$ cat src/rtl/change_dispense_sequencer.sv
// change_dispense_sequencer
//   Pays out change (0..MAX_AMOUNT) as greedy coins (50, 10, 5, 1), offering one
//   coin at a time to the ejector over valid/ready, with a GAP_CYCLES idle gap
//   after every accepted coin so the UI can display it.
// Ports
//   clk, rst      : clock, synchronous active-high reset
//   start, amount : payout request (sampled in IDLE only) and change amount
//   abort         : level; cancels an active payout
//   coin_ready    : ejector accepts the offered coin
//   coin_valid    : coin offer valid
//   coin_sel      : 0=1, 1=5, 2=10, 3=50
//   busy          : state is not IDLE (combinational from state register)
//   done          : one-cycle pulse on normal completion
//   remaining     : change still owed
//   coin_count    : coins accepted in the current payout
module change_dispense_sequencer #(
    parameter int GAP_CYCLES = 500_000,
    parameter int MAX_AMOUNT = 99
) (
    input  logic       clk,
    input  logic       rst,
    input  logic       start,
    input  logic [6:0] amount,
    input  logic       abort,
    input  logic       coin_ready,
    output logic       coin_valid,
    output logic [1:0] coin_sel,
    output logic       busy,
    output logic       done,
    output logic [6:0] remaining,
    output logic [3:0] coin_count
);

    localparam int         CNT_W   = (GAP_CYCLES > 1) ? $clog2(GAP_CYCLES) : 1;
    localparam logic [6:0] MAX_A   = 7'(MAX_AMOUNT);
    localparam logic [CNT_W-1:0] GAP_LAST = CNT_W'(GAP_CYCLES - 1);

    typedef enum logic [2:0] {IDLE, SELECT, OFFER, GAP, DONE} state_t;

    state_t           state_q, state_d;
    logic [6:0]       remaining_q, remaining_d;
    logic [3:0]       coin_count_q, coin_count_d;
    logic [1:0]       coin_sel_q, coin_sel_d;
    logic             coin_valid_q, coin_valid_d;
    logic             done_q, done_d;
    logic [CNT_W-1:0] gap_cnt_q, gap_cnt_d;
    logic [6:0]       sat_amount;
    logic             handshake;

    function automatic logic [6:0] coin_value(input logic [1:0] sel);
        case (sel)
            2'd0:    coin_value = 7'd1;
            2'd1:    coin_value = 7'd5;
            2'd2:    coin_value = 7'd10;
            default: coin_value = 7'd50;
        endcase
    endfunction

    function automatic logic [1:0] largest_coin(input logic [6:0] rem);
        if (rem >= 7'd50)      largest_coin = 2'd3;
        else if (rem >= 7'd10) largest_coin = 2'd2;
        else if (rem >= 7'd5)  largest_coin = 2'd1;
        else                   largest_coin = 2'd0;
    endfunction

    assign sat_amount = (amount > MAX_A) ? MAX_A : amount;
    // coin_valid_q is only ever high while in OFFER
    assign handshake  = coin_valid_q & coin_ready;

    always_comb begin
        state_d      = state_q;
        remaining_d  = remaining_q;
        coin_count_d = coin_count_q;
        coin_sel_d   = coin_sel_q;
        coin_valid_d = 1'b0;
        done_d       = 1'b0;
        gap_cnt_d    = gap_cnt_q;
        case (state_q)
            IDLE: begin
                if (start) begin
                    remaining_d  = sat_amount;
                    coin_count_d = 4'd0;
                    state_d      = (sat_amount == 7'd0) ? DONE : SELECT;
                end
            end
            SELECT: begin
                if (abort) begin
                    state_d = IDLE;
                end else begin
                    coin_sel_d = largest_coin(remaining_q);
                    state_d    = OFFER;
                end
            end
            OFFER: begin
                // First OFFER cycle raises coin_valid; the offer then holds until
                // accepted. A handshake is honoured even when abort is also high.
                if (handshake) begin
                    remaining_d  = remaining_q - coin_value(coin_sel_q);
                    coin_count_d = coin_count_q + 4'd1;
                    gap_cnt_d    = '0;
                    state_d      = abort ? IDLE : GAP;
                end else if (abort) begin
                    state_d = IDLE;
                end else begin
                    coin_valid_d = 1'b1;
                end
            end
            GAP: begin
                if (abort) begin
                    state_d = IDLE;
                end else if (gap_cnt_q == GAP_LAST) begin
                    state_d = (remaining_q == 7'd0) ? DONE : SELECT;
                end else begin
                    gap_cnt_d = gap_cnt_q + 1'b1;
                end
            end
            DONE: begin
                done_d  = 1'b1;
                state_d = IDLE;
            end
            default: state_d = IDLE;
        endcase
    end

    always_ff @(posedge clk) begin
        if (rst) begin
            state_q      <= IDLE;
            remaining_q  <= '0;
            coin_count_q <= '0;
            coin_sel_q   <= '0;
            coin_valid_q <= 1'b0;
            done_q       <= 1'b0;
            gap_cnt_q    <= '0;
        end else begin
            state_q      <= state_d;
            remaining_q  <= remaining_d;
            coin_count_q <= coin_count_d;
            coin_sel_q   <= coin_sel_d;
            coin_valid_q <= coin_valid_d;
            done_q       <= done_d;
            gap_cnt_q    <= gap_cnt_d;
        end
    end

    assign coin_valid = coin_valid_q;
    assign coin_sel   = coin_sel_q;
    assign done       = done_q;
    assign remaining  = remaining_q;
    assign coin_count = coin_count_q;
    assign busy       = (state_q != IDLE);

endmodule

$ cat config.mk
export PLATFORM = sky130hd
export DESIGN_NAME = change_dispense_sequencer
export DESIGN_NICKNAME = d
export VERILOG_FILES = /design/src/rtl/change_dispense_sequencer.sv
export SDC_FILE = /design/constraint.sdc
export NUM_CORES = 1
export LEC_CHECK = 0
export BUFFER_PORTS_ARGS = -buffer_cell sky130_fd_sc_hd__buf_2
export CORE_MARGIN = 4
export CORE_UTILIZATION = 60
export DETAILED_ROUTE_END_ITERATION = 10
export GPL_ROUTABILITY_DRIVEN = 0
export GPL_TIMING_DRIVEN = 0
export PLACE_DENSITY = 0.93
export SLEW_MARGIN = 10
export SYNTH_ARGS = -nofsm -noshare
export SYNTH_HDL_FRONTEND = slang
export SYNTH_SLANG_ARGS = --single-unit
$ cat constraint.sdc
create_clock -name clk -period 5.6 [get_ports clk]
set_input_delay 0.28 -clock clk [delete_from_list [all_inputs] [get_ports clk]]
set_output_delay 0.28 -clock clk [all_outputs]
set_load 0.01 [all_outputs]
# == Word level (Yosys, flattened, before mapping) ==
# Cells that the tools add are included.
# classes
add_sub_neg,3
magnitude_cmp,4
eq_ne,13
muxes,29
n_bitwise,3
n_reduce_logical,12
# op_table
op,count
$mux 19,3
$pmux 19 s2,1
$mux 7,5
$mux 3,7
$add 19x1->19 const B,1
$eq 19x19->1 const B,1
$pmux 6 s3,1
$logic_not 7->1,2
$pmux 7 s2,1
$pmux 3 s4,1
$mux 2,4
$mux 4,2
$ne 2x2->1 const B,4
$pmux 4 s2,1
$ge 7x3->1 const B,1
$ge 7x4->1 const B,1
$ge 7x6->1 const B,1
$gt 7x7->1 const B,1
$sub 7x7->7,1
$eq 3x2->1 const B,2
$ne 3x3->1 const B,2
$reduce_and 3->1,2
$add 4x1->4 const B,1
$reduce_and 4->1,1
13 further kinds,17
# word_totals
ff_bits,37
inputBits,12
out_inout_bits,16
wordCells,71

# == Depth between registers and ports, before layout ==
# Gate-level depths: netlist (run 1).
# depth
ltp_word,7
depth_mapped,9
ltp_nobuf,9

# == Worst setup path after synthesis (run 1) ==
# No wires, ideal clock.
# synth_path
path_type,register -> register
from,"register coin_sel_q[1], in the netlist coin_sel[1]"
to,"register remaining_q[5], in the netlist remaining[5]"
arrival_time_ns,1.844
required_time_ns,5.521
slack_ns,3.677
stages_incl_launch_ff,8
n_path_buf,0
cell_sequence,dfxtp_1 > inv_1 > ha_1 > nor2b_1 > o31a_1 > o21a_1 > or4_1 > o211ai_1
# synth_between
elab_chain_cells,7
elab_cells_between_ends,9
# synth_rtl
element,line_no,text
start: declaration,43,"logic [1:0] coin_sel_q, coin_sel_d;"
start signal: assignment,138,coin_sel_q <= coin_sel_d;
"$eq 2x2->1, or another cell as far along",51,case (sel)
$pmux 6 s3 (*),51,
$mux 7 (*),97,if (handshake) begin
$mux 7 (*),78,case (state_q)
$sub 7x7->7 (*),98,remaining_d = remaining_q - coin_value(coin_sel_q);
$mux 7 (*),97,
$pmux 7 s2 (*),78,
end signal: assignment,136,remaining_q <= remaining_d;
end: declaration,41,"logic [6:0] remaining_q, remaining_d;"
# Mark *: on every way between the ends. The rest lies on a longest branch, timed or not. The select of a mux whose other input is x is not followed.
# A chain may end at the register's enable or synchronous reset.

# == Final worst setup path (run 1) ==
# layout_path
from,register state_q[2]
to,register gap_cnt_q[6]
# layout_between
elab_chain_cells,3
elab_cells_between_ends,8
# layout_rtl
element,line_no,text
start: declaration,40,"state_t state_q, state_d;"
start signal: assignment,135,state_q <= state_d;
$eq 3x2->1,78,
$ne 2x2->1 (no source line) or $reduce_bool 2->1 (tied branches),--,
$reduce_and 4->1 (no source line),--,
end signal: assignment,141,gap_cnt_q <= gap_cnt_d;
end: declaration,46,"logic [CNT_W-1:0] gap_cnt_q, gap_cnt_d;"
# Parallel ways exist; a longest one is shown, timed or not.

==> results by group, run 1 <==
Outcome
  – Status: completed

STA
  – Pins over their slew limit: 0
  – Max Fclk: a little over 400 MHz
  – Number of setup violations in the final report: 0
  – Final hold slack: 0.2267 ns
  – Period Utilization, post-route: 0.4395
  – RSZ-0062 raised after global routing: false
  – Worst slew pin tran: 0.8449 ns
  – Post-route setup TNS: 0 ns
  – Final Critical Period: 2.461 ns
  – Endpoints failing hold: 0
  – Max_slew headroom: 0.4288
  – Clk_skew: roughly 0.016 ns

Synthesis
  – Synthesized cell area: ~0.0022 sq mm
  – Number of synthesized flops with an enable pin: 0
  – Synthesis-stage register bit count: 37
  – Async set or reset register ratio after synthesis: 0
  – Top cells by area, synth: dfxtp_1 (34%), a21oi_1 (7.2%), ha_1 (4.7%), nand2_1 (4.2%), nor2_1 (3.5%)
  – Synth area leader: dfxtp_1
  – Unique cell type count in the Yosys netlist: 55
  – Syn Area/Cell: between 8 and 9 sq um
  – Commonest cells in the netlist: dfxtp_1 (37), a21oi_1 (31), nand2_1 (24), nor2_1 (20), o21ai_0 (15)
  – Post-synth net total: roughly 290
  – YS warnings: 0
  – Yosys top cell area share: 0.3444
  – Sequential element share of the synthesized area: 0.3444
  – Most common flop cell mapped by yosys: dfxtp_1
  – Post-Synthesis Cells: around 270
  – Count leader, synth: dfxtp_1

CTS
  – CTS sink count: 37
  – H-tree depth: 2
  – Clk_lat worst skew: 0.36 ns
  – Hold-fix buffers at CTS: 0
  – Postcts setup bufs: 0
  – CTS Buffer Depth: 2
  – Clk pin slew, worst setup/hold paths: 0.11 ns
  – Clock Root Buffer: clkbuf_4
  – CTS Buf Count: 5
  – CTS tree: done
  – Post-CTS sizing: 0

Detailed routing
  – Final ANT Viol Nets: 0
  – # DRC: 0
  – Vias per Instance: 6.322
  – Post-DR wirelength/cell: around 15 microns
  – Total wire length: 5347 microns
  – 1st-pass router iterations: 5
  – Iter 0 DRT Violations: around 280
  – Via count: 2181

Pwr
  – Clk pwr share: 0.370
  – NetSw: between 0.15 and 0.2 mW
  – Combinational share of power: 0.179
  – P_int: 0.4563 mW
  – Pleak: roughly 0.89 nW
  – P per Cell Area: about 260 mW/mm^2
  – Max VDD drop: a little under 0.2 mV
  – Net Sw Frac: 0.2686
  – Sequential share of power: 0.451

Die
  – Die Height: 67.87 microns
  – Row cnt: 21
  – Effective utilization at floorplan: 0.6346
  – Die area: about 0.0046 sq mm
  – IO Pins: 28
  – Core area: approximately 0.0034 sq mm
  – Chip width: 67.87 microns

Critical path
  – Setup CP Type: reg -> reg
  – Startpoint types: flop
  – Crit. End Element: flop
  – Reg2Reg Depth: 6
  – Crit. Startpoint: state_q[2]
  – Crit Reg-Reg Endpoint: gap_cnt_q[6]
  – Critical path peak fanout: 10
  – R2R setup slack: between 3 and 4 ns
  – Crit path arrival time: 2.68 ns
  – Reg2Reg Launch Point: state_q[2]
  – Req. time, crit path: about 5.8 ns

Global routing
  – Largest net degree at the start of global routing: 13
  – Antenna violations before repair: 0
  – Grt ovf: 0
  – First-pass GRT wire length: 8949 microns
  – Number of global-route vias before repair: ~2000
  – GRT Util Overall: 0.2539

Worst hold path
  – Worst hold start: amount[2]
  – Hold WC Path Type: in -> reg
  – Worst Hold End: remaining[2]
  – WHS Path Cells: 3

Run
  – MaxCap Viol Count: 0

Place
  – DPL Wire Length: a little under 4000 microns
  – IO buf count: 26

Layout
  – Antenna diode count: 0
  – P&R area growth vs syn: 13.50%
  – Share of cells above drive strength 1: 0.1672
  – Final nets: 319
==> kinds of logic (layout without fill, tap and decap cells) <==
| family | Yosys count | count (layout) | synth area share |
|---|---|---|---|
| and+or+nand+nor | 107 | 107 | 0.2781 |
| DFF | 37 | 37 | 0.3444 |
| muxes | 5 | 5 | 0.02327 |
| buffers and inverters | 21 | 55 | 0.04072 |
| xor gates and xnor gates | 3 | 3 | 0.01222 |
| AOI/OAI and AO/OA | 83 | 83 | 0.2455 |
| adders and majority gates | 9 | 9 | 0.05585 |
==> area by class of cell <==
class	instances	area, sq um
fill	259	948.4
buffer	10	46.29
timing repair buffer	26	130.1
inverter	11	41.29
clock inverter	3	65.06
sequential	37	740.7
clock buffer	5	37.54
tap	46	57.56
multi-input combinational	207	1323
==> worst max path at each step <==
stage	endpoint	slack (ns)	cells after the start
5_1_grt	gap_cnt_q[6]	2.98	6
6_report	gap_cnt_q[6]	3.14	6
3_3_place_gp	gap_cnt_q[0]	3.25	6
3_5_place_dp	gap_cnt_q[6]	3.19	6
2_1_floorplan	remaining[5]	3.68	7
4_1_cts	gap_cnt_q[6]	3.18	6
==> flip-flops by register name (all words and copies together), names as in the netlist <==
signal and count:
coin_valid 1, remaining 7, coin_count 4, gap_cnt_q 19
state_q 3, coin_sel 2, done 1
==> worst max-delay path, cell delays in order, from the launching register on <==
cell	delay, ns
dfxtp_1	0.31
buf_2	0.16
nor3b_2	0.57
nand2_1	0.39
nand2_1	0.39
clkbuf_1	0.42
a21oi_1	0.09
==> stage by stage <==
step	instances	worst slack (ns)	instance area [sq um]	power (mW)	util
2_1_floorplan	265	3.677	2151	0.3631	-
3_3_place_gp	337	3.251	2338	0.3914	0.6899
3_5_place_dp	337	3.187	2338	0.3941	0.6899
4_1_cts	345	3.181	2441	0.6215	0.7202
5_1_grt	345	2.976	2441	0.6494	0.7202
6_report	345	3.139	2441	0.6238	0.7202
==> per-layer routing <==
layer  vias up  global-route usage  share of wire
met5         -                   0              0
met4         0             0.08189          0.016
met3        11             0.04598          0.081
met2       116              0.4070           0.46
met1       992              0.3459           0.45
li1       1062                   -              -
==> cell usage in the layout, fill, tap and decap left out, types with 2 or more instances in the layout <==
| cell type | synthesis | layout |
|---|---|---|
| dfxtp_1 | 37 | 37 |
| a21oi_1 | 31 | 31 |
| buf_2 | 4 | 30 |
| nand2_1 | 24 | 24 |
| nor2_1 | 20 | 20 |
| o21ai_0 | 15 | 15 |
| inv_1 | 11 | 11 |
| or3_1 | 11 | 11 |
| nand3_1 | 10 | 10 |
| ha_1 | 8 | 8 |
| o31ai_1 | 6 | 6 |
| or4_1 | 6 | 6 |
| mux2i_1 | 5 | 5 |
| clkbuf_4 | 0 | 5 |
| clkbuf_1 | 4 | 4 |
| nand4_1 | 4 | 4 |
| o21a_1 | 4 | 4 |
| a211oi_1 | 4 | 4 |
| nor4_1 | 4 | 4 |
| a31oi_1 | 4 | 4 |
| and3_1 | 3 | 3 |
| nor3_1 | 3 | 3 |
| nor3b_1 | 3 | 3 |
| nand2b_1 | 2 | 2 |
| nor4bb_1 | 2 | 2 |
| nor4b_1 | 2 | 2 |
| nand3b_1 | 2 | 2 |
| and2_1 | 2 | 2 |
| a211o_1 | 2 | 2 |
| xnor2_1 | 2 | 2 |
| o211ai_1 | 2 | 2 |
| o311ai_0 | 2 | 2 |
| a311oi_1 | 2 | 2 |
| or2_2 | 2 | 2 |
| bufinv_16 | 0 | 2 |
==> power groups by stage <==
stage | logic [mW] | registers [mW] | clock network [mW]
2_1_floorplan | 0.0761 | 0.287 | 0
3_3_place_gp | 0.105 | 0.286 | 0
3_5_place_dp | 0.107 | 0.287 | 0
4_1_cts | 0.109 | 0.281 | 0.231
5_1_grt | 0.123 | 0.283 | 0.243
6_report | 0.111 | 0.282 | 0.231
No activity file was read; power rests on OpenSTA's default activity.
==> run 2, diff against run 1 <==
--- a/config.mk
+++ b/config.mk
@@ -7,11 +7,11 @@
 export LEC_CHECK = 0
 export BUFFER_PORTS_ARGS = -buffer_cell sky130_fd_sc_hd__buf_2
 export CORE_MARGIN = 4
-export CORE_UTILIZATION = 60
+export CORE_UTILIZATION = 57
 export DETAILED_ROUTE_END_ITERATION = 10
 export GPL_ROUTABILITY_DRIVEN = 0
 export GPL_TIMING_DRIVEN = 0
-export PLACE_DENSITY = 0.93
+export PLACE_DENSITY = 0.9
 export SLEW_MARGIN = 10
 export SYNTH_ARGS = -nofsm -noshare
 export SYNTH_HDL_FRONTEND = slang
==> constraint.sdc (replaced) <==
create_clock -name clk -period 2.3 [get_ports clk]
set_input_delay 0.115 -clock clk [delete_from_list [all_inputs] [get_ports clk]]
set_output_delay 0.115 -clock clk [all_outputs]
set_load 0.01 [all_outputs]
==> results by group, run 2 (same netlist as run 1, synthesis figures left out) <==
Outcome
  – Status: completed (unchanged)

Run
  – MaxCap Viol Count: 0 (unchanged)

Die
  – Core area: 0.003661 sq mm (was 0.003390 sq mm)
  – Chip width: 69.43 microns (was 67.87 microns)
  – Die Height: 69.43 microns (was 67.87 microns)
  – Effective utilization at floorplan: 0.5875 (was 0.6346)
  – Row cnt: 22 (was 21)
  – IO Pins: 28 (unchanged)
  – Die area: 0.004820 sq mm (was 0.004606 sq mm)

Layout
  – Max FFs per register: 19 (unchanged)
  – Antenna diode count: 0 (unchanged)
  – Most flop-heavy register: gap_cnt_q (unchanged)
  – Most common cell after layout, fill and taps aside: dfxtp_1 (unchanged)
  – P&R area growth vs syn: 15.18% (was 13.50%)
  – Finished Cell Area: 0.002477 sq mm (was 0.002441 sq mm)
  – Most frequent cells in the layout: dfxtp_1 (37), a21oi_1 (31), buf_2 (29) (was dfxtp_1 (37), a21oi_1 (31), buf_2 (30))
  – Final nets: 319 (unchanged)
  – Share of cells above drive strength 1: 0.1739 (was 0.1672)

Critical path
  – Reg2Reg Depth: 7 (was 6)
  – Crit path arrival time: 2.40 ns (was 2.68 ns)
  – Startpoint types: flop (unchanged)
  – Req. time, crit path: 2.53 ns (was 5.82 ns)
  – Crit. End Element: flop (unchanged)
  – Setup CP Type: reg -> reg (unchanged)
  – Critical path peak fanout: 10 (unchanged)

Pwr
  – Pwr Total: 1.563 mW (was 0.6238 mW)
  – Max VDD drop: 0.3340 mV (was 0.1930 mV)
  – Pleak: 0.8929 nW (was 0.8891 nW)
  – P per Cell Area: 630.7 mW/mm^2 (was 255.5 mW/mm^2)

Place
  – IO buf count: 26 (unchanged)
  – Placed cell area: 0.002341 sq mm (was 0.002338 sq mm)
  – DPL Wire Length: 3856 microns (was 3864 microns)

Global routing
  – Largest net degree at the start of global routing: 13 (unchanged)
  – M2 GR Usage: 0.3877 (was 0.4070)
  – Number of global-route vias before repair: 2019 (was 1952)
  – Met1 Use GR: 0.2679 (was 0.3459)
  – GRT Util Overall: 0.2319 (was 0.2539)
  – Global route hottest layer: met2 (unchanged)
  – Met3 Use GR: 0.07391 (was 0.04598)
  – Grt ovf: 0 (unchanged)
  – First-pass GRT wire length: 9025 microns (was 8949 microns)
  – Antenna violations before repair: 0 (unchanged)

Detailed routing
  – Via count: 2188 (was 2181)
  – Total wire length: 5494 microns (was 5347 microns)
  – # DRC: 0 (unchanged)
  – 1st-pass router iterations: 5 (unchanged)
  – Post-DR wirelength/cell: 15.83 microns (was 15.50 microns)
  – Vias per Instance: 6.305 (was 6.322)
  – Iter 0 DRT Violations: 201 (was 279)
  – Final ANT Viol Nets: 0 (unchanged)

STA
  – RSZ-0062 raised after global routing: false (unchanged)
  – Number of setup violations in the final report: 0 (unchanged)
  – Period Utilization, post-route: 0.9421 (was 0.4395)
  – Max_slew headroom: 0.3099 (was 0.4288)
  – Final Critical Period: 2.167 ns (was 2.461 ns)
  – Endpoints failing hold: 0 (unchanged)
  – Pins over their slew limit: 0 (unchanged)
  – Worst slew pin tran: 1.021 ns (was 0.8449 ns)
  – Clk_skew: 0.01233 ns (was 0.01589 ns)
  – Max Fclk: 461.5 MHz (was 406.3 MHz)
  – Final hold slack: 0.1063 ns (was 0.2267 ns)

CTS
  – CTS Buffer Depth: 2 (unchanged)
  – CTS sink count: 37 (unchanged)
  – Clock Root Buffer: clkbuf_8 (was clkbuf_4)
  – Hold-fix buffers at CTS: 0 (unchanged)
  – Clk pin slew, worst setup/hold paths: 0.08 ns (was 0.11 ns)
  – Clk_lat worst skew: 0.30 ns (was 0.36 ns)
  – CTS tree: done (unchanged)
  – H-tree depth: 2 (unchanged)
  – CTS Buf Count: 5 (unchanged)
  – Postcts setup bufs: 0 (unchanged)

Worst hold path
  – WHS Path Cells: 3 (unchanged)
  – Hold WC Path Type: in -> reg (unchanged)
==> run 2: report_power, final <==
group | switching, mW | internal, mW | total, mW
registers | 0.0261 | 0.658 | 0.684
logic | 0.155 | 0.118 | 0.274
clock network | 0.252 | 0.353 | 0.605
total | 0.433 | 1.13 | 1.56
==> run 2: per-layer routing <==
layer  wire (microns)  up-vias
met5                0        -
met4              167        0
met3              405       21
met2             2646       91
met1             2274     1014
li1                 -     1062
==> run 2: final timing paths <==
kind	startpoint	to	slack (ns)
setup reg to reg	state_q[0]	gap_cnt_q[12]	0.13
hold reg to reg	coin_count[3]	coin_count[3]	0.47
setup / recovery	state_q[0]	gap_cnt_q[12]	0.13
hold / removal	amount[2]	remaining[2]	0.11
==> run 2: through the flow <==
stage	utilization	worst slack, ns	instances	setup TNS, ns
4_1_cts	0.6740	0.04517	347	0
6_report	0.6767	0.1332	347	0
3_5_place_dp	0.6394	-0.09941	339	-0.8779
5_1_grt	0.6767	0.004594	347	0
3_3_place_gp	0.6394	-0.08200	339	-0.6820
2_1_floorplan	-	0.3770	265	0
==> run 2: final cells by class <==
type	count	area, sq um
multi-input combinational	207	1335
fill	300	1184
sequential	37	740.7
timing repair buffer	26	130.1
clock buffer	6	82.58
tap	48	60.06
buffer	10	50.05
inverter	11	41.29
clock inverter	2	37.54
==> run 2: what timing repair did <==
item | 4_1_cts | 5_1_grt
resized for setup | 1 | 4
endpoints found under the setup margin | 10 | 11
hold endpoints to repair | 0 | 0
cloned | 0 | 0
==> run 2: worst max-delay path, stage by stage, from the launching register on <==
cell and delay (ns):
dfxtp_1 0.34, clkbuf_4 0.19, or3b_4 0.42, o21bai_2 0.23, o2111ai_2 0.22, buf_2 0.24
or3_1 0.32, a21oi_1 0.14
==> run 3, diff against run 2 <==
--- a/config.mk
+++ b/config.mk
@@ -11,7 +11,7 @@
 export DETAILED_ROUTE_END_ITERATION = 10
 export GPL_ROUTABILITY_DRIVEN = 0
 export GPL_TIMING_DRIVEN = 0
-export PLACE_DENSITY = 0.9
+export PLACE_DENSITY = 0.79
 export SLEW_MARGIN = 10
 export SYNTH_ARGS = -nofsm -noshare
 export SYNTH_HDL_FRONTEND = slang
==> constraint.sdc (replaced) <==
create_clock -name clk -period 2.3 [get_ports clk]
set_input_delay 0.23 -clock clk [delete_from_list [all_inputs] [get_ports clk]]
set_output_delay 0.23 -clock clk [all_outputs]
set_load 0.01 [all_outputs]
==> results by group, run 3 (same netlist as run 1, synthesis figures left out) <==
Die
  – Die Height: 69.43 microns (unchanged)
  – Row cnt: 22 (unchanged)
  – Core area: 0.003661 sq mm (unchanged)
  – Chip width: 69.43 microns (unchanged)
  – IO Pins: 28 (unchanged)
  – Die area: 0.004820 sq mm (unchanged)
  – Effective utilization at floorplan: 0.5875 (unchanged)

Detailed routing
  – Total wire length: 5515 microns (was 5494 microns)
  – 1st-pass router iterations: 4 (was 5)
  – Vias per Instance: 6.268 (was 6.305)
  – Iter 0 DRT Violations: 242 (was 201)
  – Post-DR wirelength/cell: 15.89 microns (was 15.83 microns)
  – # DRC: 0 (unchanged)
  – Final ANT Viol Nets: 0 (unchanged)
  – Via count: 2175 (was 2188)

STA
  – Final Critical Period: 2.170 ns (was 2.167 ns)
  – Clk_skew: 0.007516 ns (was 0.01233 ns)
  – Post-route setup TNS: 0 ns (unchanged)
  – RSZ-0062 raised after global routing: true (was false)
  – Max Fclk: 460.7 MHz (was 461.5 MHz)
  – Period Utilization, post-route: 0.9437 (was 0.9421)
  – Endpoints failing hold: 0 (unchanged)
  – Number of setup violations in the final report: 0 (unchanged)
  – Worst slew pin tran: 1.044 ns (was 1.021 ns)
  – Pins over their slew limit: 0 (unchanged)
  – Setup ws final: 0.1295 ns (was 0.1332 ns)
  – Max_slew headroom: 0.2941 (was 0.3099)

Critical path
  – CP top delay family: simple AND/OR/NAND/NOR gates (unchanged)
  – Crit path arrival time: 2.38 ns (was 2.40 ns)
  – Critical path peak fanout: 10 (unchanged)
  – R2R setup slack: 0.13 ns (about the same)
  – Req. time, crit path: 2.51 ns (was 2.53 ns)
  – Crit. End Element: flop (unchanged)
  – Critical path depth in cells: 7 (unchanged)
  – Reg2Reg Depth: 7 (unchanged)
  – Crit-path cells: buf_2, or3b_4, o21bai_2, o2111ai_2, buf_2, or3_1, a21oi_1 (was clkbuf_4, or3b_4, o21bai_2, o2111ai_2, buf_2, or3_1, a21oi_1)
  – Most used cell, CP: buf_2
  – Startpoint types: flop (unchanged)
  – CP max stage cell: or3b_4 (unchanged)
  – Crit-path max cell delay: 0.43 ns (was 0.42 ns)
  – Setup CP Type: reg -> reg (unchanged)
  – Worst path bufs/invs: 2 (unchanged)

Layout
  – Final nets: 319 (unchanged)
  – Share of cells above drive strength 1: 0.1739 (unchanged)
  – P&R area growth vs syn: 13.50% (was 15.18%)
  – Fillers: 324 (was 300)
  – Most common cell after layout, fill and taps aside: dfxtp_1 (unchanged)
  – Flip-flop and latch area: 740.7 sq um (unchanged)
  – Max FFs per register: 19 (unchanged)
  – Multi-input gate area: 0.001339 sq mm (was 0.001335 sq mm)
  – Antenna diode count: 0 (unchanged)
  – Most flop-heavy register: gap_cnt_q (unchanged)
  – Most frequent cells in the layout: dfxtp_1 (37), buf_2 (30), a21oi_1 (30) (was dfxtp_1 (37), a21oi_1 (31), buf_2 (29))

Global routing
  – First-pass GRT wire length: 9156 microns (was 9025 microns)
  – Largest net degree at the start of global routing: 12 (was 13)
  – Grt ovf: 0 (unchanged)
  – Number of global-route vias before repair: 1893 (was 2019)
  – GRT Util Overall: 0.2316 (was 0.2319)
  – Antenna violations before repair: 0 (unchanged)

CTS
  – CTS Buf Count: 5 (unchanged)
  – Clock Root Buffer: clkbuf_8 (unchanged)
  – CTS Buffer Depth: 2 (unchanged)
  – Clk_lat worst skew: 0.29 ns (was 0.30 ns)
  – Postcts setup bufs: 0 (unchanged)
  – CTS tree: done (unchanged)
  – H-tree depth: 2 (unchanged)
  – CTS sink count: 37 (unchanged)
  – Clk pin slew, worst setup/hold paths: 0.08 ns (about the same)

Pwr
  – Max VDD drop: 0.3201 mV (was 0.3340 mV)
  – P per Cell Area: 575.8 mW/mm^2 (was 630.7 mW/mm^2)
  – Pleak: 0.8810 nW (was 0.8929 nW)

Worst hold path
  – WHS Path Cells: 3 (unchanged)
  – Hold WC Path Type: in -> reg (unchanged)

Place
  – IO buf count: 26 (unchanged)
  – DPL Wire Length: 3897 microns (was 3856 microns)
  – DP Worst Slack: -0.09119 ns (was -0.09941 ns)

Outcome
  – Status: completed (unchanged)

Run
  – MaxCap Viol Count: 0 (unchanged)
## run 3: path summary, 6_finish.rpt
check,from,to
min,amount[2],remaining[2]
min reg2reg,gap_cnt_q[18],gap_cnt_q[18]
max,state_q[0],gap_cnt_q[12]
max reg2reg,state_q[0],gap_cnt_q[12]
## run 3: power breakdown
part,internal [mW],leakage (nW),total (mW),switching (mW)
combinational,0.119,0.536,0.277,0.158
sequential,0.658,0.300,0.685,0.0270
clock,0.210,0.0450,0.443,0.233
total,0.988,0.881,1.41,0.418
## run 3: worst reg2reg max path, stage by stage, from the launching register on
cell       delay, ns
dfxtp_1         0.34
buf_2           0.19
or3b_4          0.43
o21bai_2        0.23
o2111ai_2       0.21
buf_2           0.23
or3_1           0.32
a21oi_1         0.16
## run 3: what timing repair did
| item | CTS | global route |
|---|---|---|
| setup endpoints to repair | 10 | 11 |
| pin swaps | 0 | 0 |
| gates resized for setup | 1 | 4 |
| hold endpoints to repair | 0 | 0 |
| hold buffers | 0 | 0 |
## run 3: layer usage
layer  routed length [microns]  vias up  global-route usage
li1                          -     1066                   -
met1                      2625     1017              0.3330
met2                      2419       80              0.3316
met3                       362       12             0.06232
met4                       107        0             0.08026
met5                         0        -                   0
## run 3: final cells by class
cell class,instances,area share
multi-input combinational,207,0.5484
sequential,37,0.3034
clock buffer,6,0.02973
timing repair buffer,26,0.05331
inverter,11,0.01691
clock inverter,2,0.004100
tap,48,0.02460
buffer,10,0.01948
## run 3: stage by stage
| stage | power (mW) | hold WS (ns) | instances | area [sq um] | utilization |
|---|---|---|---|---|---|
| 6_report | 1.406 | 0.2346 | 347 | 2441 | 0.6668 |
| 5_1_grt | 1.476 | 0.2405 | 347 | 2441 | 0.6668 |
| 4_1_cts | 1.408 | 0.2276 | 347 | 2430 | 0.6637 |
| 3_5_place_dp | 0.9631 | 0.4733 | 339 | 2341 | 0.6394 |
| 3_3_place_gp | 0.9587 | 0.4594 | 339 | 2341 | 0.6394 |
| 2_1_floorplan | 0.8841 | 0.4007 | 265 | 2151 | - |
